$ cat src/rtl/fmap_ram_arbiter.sv
// Arbitrates a single-port feature-map RAM between a loader (writes) and the TMG
// controller (reads), with TMG burst locking bounded by MAX_LOCK consecutive grants.
module fmap_ram_arbiter #(
    parameter int ADDR_W   = 8,
    parameter int DATA_W   = 8,
    parameter int MAX_LOCK = 9
) (
    input  logic              clk,
    input  logic              rst,
    input  logic              ld_req,
    input  logic [ADDR_W-1:0] ld_addr,
    input  logic [DATA_W-1:0] ld_wdata,
    output logic              ld_gnt,
    input  logic              tmg_req,
    input  logic [ADDR_W-1:0] tmg_addr,
    input  logic              tmg_lock,
    output logic              tmg_gnt,
    output logic              tmg_rvalid,
    output logic [DATA_W-1:0] tmg_rdata,
    output logic              ram_wr,
    output logic [ADDR_W-1:0] ram_addr,
    output logic [DATA_W-1:0] ram_din,
    input  logic [DATA_W-1:0] ram_dout
);

    localparam int CNT_W = $clog2(MAX_LOCK + 1);
    localparam logic [CNT_W-1:0] MAX_CNT = CNT_W'(MAX_LOCK);

    typedef enum logic [1:0] {OWN_NONE, OWN_LD, OWN_TMG} owner_e;
    typedef enum logic {RR_LD, RR_TMG} rr_e;

    owner_e           owner;
    rr_e              rr_last;
    logic [CNT_W-1:0] lock_cnt;
    logic             lock_q;
    logic             rd_pend;
    logic             lock_active;

    // lock_q only remembers tmg_lock from a cycle in which TMG actually owned the RAM
    assign lock_active = (owner == OWN_TMG) && lock_q && (lock_cnt < MAX_CNT);

    // NOTE: every output gets a default before any branch so no latch is inferred.
    always_comb begin
        ld_gnt  = 1'b0;
        tmg_gnt = 1'b0;
        if (!rst) begin
            if (tmg_req && lock_active) begin
                tmg_gnt = 1'b1;
            end else if (ld_req && tmg_req) begin
                if (rr_last == RR_TMG) ld_gnt  = 1'b1;
                else                   tmg_gnt = 1'b1;
            end else if (ld_req) begin
                ld_gnt = 1'b1;
            end else if (tmg_req) begin
                tmg_gnt = 1'b1;
            end
        end
    end

    always_comb begin
        ram_wr   = 1'b0;
        ram_addr = '0;
        ram_din  = '0;
        if (ld_gnt) begin
            ram_wr   = 1'b1;
            ram_addr = ld_addr;
            ram_din  = ld_wdata;
        end else if (tmg_gnt) begin
            ram_addr = tmg_addr;
        end
    end

    // NOTE: state registers use non-blocking assignments so every flop samples pre-edge values.
    always_ff @(posedge clk) begin
        if (rst) begin
            owner    <= OWN_NONE;
            rr_last  <= RR_TMG;
            lock_cnt <= '0;
            lock_q   <= 1'b0;
            rd_pend  <= 1'b0;
        end else begin
            lock_q  <= tmg_gnt && tmg_lock;
            rd_pend <= tmg_gnt;
            if (tmg_gnt) begin
                owner   <= OWN_TMG;
                rr_last <= RR_TMG;
                if (owner != OWN_TMG)       lock_cnt <= CNT_W'(1);
                else if (lock_cnt < MAX_CNT) lock_cnt <= lock_cnt + CNT_W'(1);
            end else begin
                lock_cnt <= '0;
                if (ld_gnt) begin
                    owner   <= OWN_LD;
                    rr_last <= RR_LD;
                end else begin
                    owner   <= OWN_NONE;
                end
            end
        end
    end

    // A read in flight when reset hits is dropped rather than returned
    assign tmg_rvalid = rd_pend && !rst;
    assign tmg_rdata  = tmg_rvalid ? ram_dout : '0;

endmodule

$ cat config.mk
export PLATFORM = sky130hd
export DESIGN_NAME = fmap_ram_arbiter
export DESIGN_NICKNAME = d
export VERILOG_FILES = /design/src/rtl/fmap_ram_arbiter.sv
export SDC_FILE = /design/constraint.sdc
export NUM_CORES = 1
export LEC_CHECK = 0
export ABC_AREA = 1
export CORE_UTILIZATION = 31
export DETAILED_ROUTE_END_ITERATION = 8
export GPL_ROUTABILITY_DRIVEN = 0
export MAX_ROUTING_LAYER = met4
export PLACE_DENSITY = 0.8
export SLEW_MARGIN = 25
export SYNTH_ARGS = -nofsm -noshare
export SYNTH_HDL_FRONTEND = slang
export SYNTH_SLANG_ARGS = --single-unit
$ cat constraint.sdc
create_clock -name clk -period 1.95 [get_ports clk]
set_clock_uncertainty 0.05 [all_clocks]
set_input_delay 0.39 -clock clk [delete_from_list [all_inputs] [get_ports clk]]
set_output_delay 0.39 -clock clk [all_outputs]
set_load 0.02 [all_outputs]
==> qor.yml <==
clock_network:
  insertion_delay_ps: 260
  clock-sinks: 8
  cts_tree: "done"
  hold_buffers: 0
  path_clk_slew_ps: 50
  cts-root-buf: "clkbuf_4"
  numCtsBuffers: 3
  cts_buffer_depth: 2
  h-tree-depth: 1
synth:
  avgSynthCellArea_um2: 6.182
  seq_area_frac_synth_pct: 21.77
  synth_edf_count: 0
  syn_inst: 119
  ys.flop_type: "dfxtp_1"
  syn-cell-area_um2: 735.7
  synthTopCellsByArea: "dfxtp_1, inv_1, nand2_1, nor2_2, nand4_1"
  synthesis.nets: 158
  synth_top_area_share_pct: 21.77
  yosys.area.top_type: "dfxtp_1"
  synthDistinctLibCells: 21
  yosys_warnings: 0
  async_flop_share_pct: 0
  ys_ff_latch: 8
run_status:
  status: "completed"
drt:
  viasPerCell: 4.580
  remaining_drc_errors: 0
  postRouteAntennaNets: 0
  wl_mm: 2.598
  dr.first_iter.drc_count: 11
  first_pass_iters: 4
  num_vias: 1026
  avgRoutedWirePerCell_um: 11.60
global_route:
  gr-total-overflow: 0
  grt_util_all_layers_pct: 21.92
  grt_pass1_wl_mm: 4.181
  antenna_found_initial: 0
  grt_max_degree: 17
  grt_pass1_vias: 1003
timing:
  hold_viol_final: 0
  finalCritPeriodShare_pct: 99.46
  fmax_mhz: 515.6
  finalSetupViolCount: 0
  slew_violations: 0
  totalNegativeSetupSlack_ps: 0
  maxSlewHeadroom_pct: 85.67
  fin_crit_ps: 1940
  rsz0062_at_grt: "yes"
  tightest_slew_ps: 213.5
finish:
  final_layout_size_suffix_gt1_share_pct: 38.78
  nets: 237
  final_cell_mix: "clkdlybuf4s50_1, inv_1, buf_6"
  final_common_cell: "clkdlybuf4s50_1"
  synthToLayoutAreaGrowth_pct: 114.8
  finish.utilization_pct: 70.76
  antenna_cells: 0
  nFillCells: 183
worst_hold_path:
  hold_end: "rr_last"
  min_path_type: "reg -> reg"
  hold_path_depth: 2
  min_from: "rr_last"
setup_path:
  crit_required_ps: 1510
  cp_cell_sequence: "inv_2 > ha_4 > nand2_4 > nand2_4 > nand2_4 > nand3_4 > buf_12 > nor2_4 > buf_6"
  slowest_stage: "dfxtp_2"
  cp.arrival_ps: 1500
  worstReg2RegEnd: "lock_cnt[1]"
  rr_worst_depth: 9
  crit_type: "reg -> out"
  path_delay_family: "simple AND/OR/NAND/NOR gates"
  slowest_delay_ps: 330
  worstSetupPathDepth: 9
  ff2ff_setup_slack_ps: 580
  path_common_cell: "nand2_4"
  cp_num_buf_inv: 3
  start_kind: "register"
  critPathMaxFanout: 8
  r2r_start: "lock_cnt[1]"
  cp-end-kind: "output port"
power:
  leakage_nw: 0.8465
  seqPwrFrac_pct: 30.3
  power_mw: 0.5685
  comb_power_share_pct: 46.7
  power_density_nw_per_um2: 359.8
  peakVddDrop_v: 0.0004390
  p_clk_share_pct: 23.0
  intPower_mw: 0.3834
  power.switching_mw: 0.1851
  switching_share_pct: 32.56
die:
  dieArea_um2: 2572
  core_area_um2: 2233
  die_h_um: 50.72
  start_util_pct: 32.94
  fp.dieW_um: 50.72
  ios: 65
  std_cell_rows: 17
place:
  hpwl_mm: 2.007
  io_buffer_count: 64
flow_run:
  drv_cap: 0
final cells by class:
type,count,area (um^2),share of cell area (%)
multi-input combinational,73,496.7,31.43
tap,28,35.03,2.217
inverter,33,123.9,7.838
clock buffer,3,22.52,1.425
timing repair buffer,79,738.2,46.71
sequential,8,163.9,10.37
power by group through the flow:
| stage | combinational (mW) | sequential [mW] | clock [mW] |
|---|---|---|---|
| 6_report | 0.265 | 0.172 | 0.131 |
| 2_1_floorplan | 0.104 | 0.174 | 0 |
| 5_1_grt | 0.285 | 0.173 | 0.145 |
| 3_5_place_dp | 0.245 | 0.175 | 0 |
| 3_3_place_gp | 0.240 | 0.175 | 0 |
| 4_1_cts | 0.257 | 0.172 | 0.133 |
through the flow:
| stage | hold WS (ps) | setup slack, ps | std cells | instance area (um^2) |
|---|---|---|---|---|
| floorplan | 368.8 | 85.06 | 119 | 735.7 |
| global placement | 384.2 | -581.1 | 219 | 1476 |
| detailed placement | 397.5 | -618.6 | 219 | 1476 |
| CTS | 407.8 | 2.796 | 223 | 1584 |
| global route | 459.0 | -61.57 | 224 | 1580 |
| finish | 406.3 | 10.44 | 224 | 1580 |
cell usage after synthesis (2+ instances only):
master   number
nor2_1       13
nand4_1       8
nor2_2       10
inv_1        32
nand3_1       9
buf_6         3
nand2_1      19
dfxtp_1       8
nand2_2       2
nor2_4        2
ha_1          2
o21ai_0       2
logic make-up after synthesis:
logic type	share of synthesized area, %
compound gates	4.082
fa+ha+maj	3.401
flops	21.77
buf+inv	22.96
simple gates	47.79
worst register-to-register path: stages, from the launching register on:
cell and delay [ps]:
dfxtp_2 330, inv_2 50, ha_4 160, nand2_4 60, nand2_4 60, buf_4 140, buf_4 140, o21ai_0 150
inv_1 70, nor2_2 100
sequential cells by signal, summed over array words and instances (netlist names):
signal	cells
lock_cnt	4
lock_q	1
owner	2
rr_last	1
metal layers:
metal	global-route usage (%)	share of wire, %
met5	-	0
met4	1.389	0
met3	7.879	8.5
met2	40.67	54
met1	23.06	37
timing repair:
action	4_1_cts	5_1_grt
endpoints found under the setup margin	28	28
buffers inserted	1	1
pin swaps	8	5
gates resized for setup	147	27
worst max path at each step:
stage,startpoint,to
2_1_floorplan,lock_cnt[0],ram_wr
3_3_place_gp,tmg_req,tmg_gnt
3_5_place_dp,tmg_req,ram_addr[1]
4_1_cts,lock_cnt[1],ram_din[3]
5_1_grt,lock_cnt[1],ram_din[3]
6_report,lock_cnt[1],ram_din[0]
(Power assumes the default switching activity.)
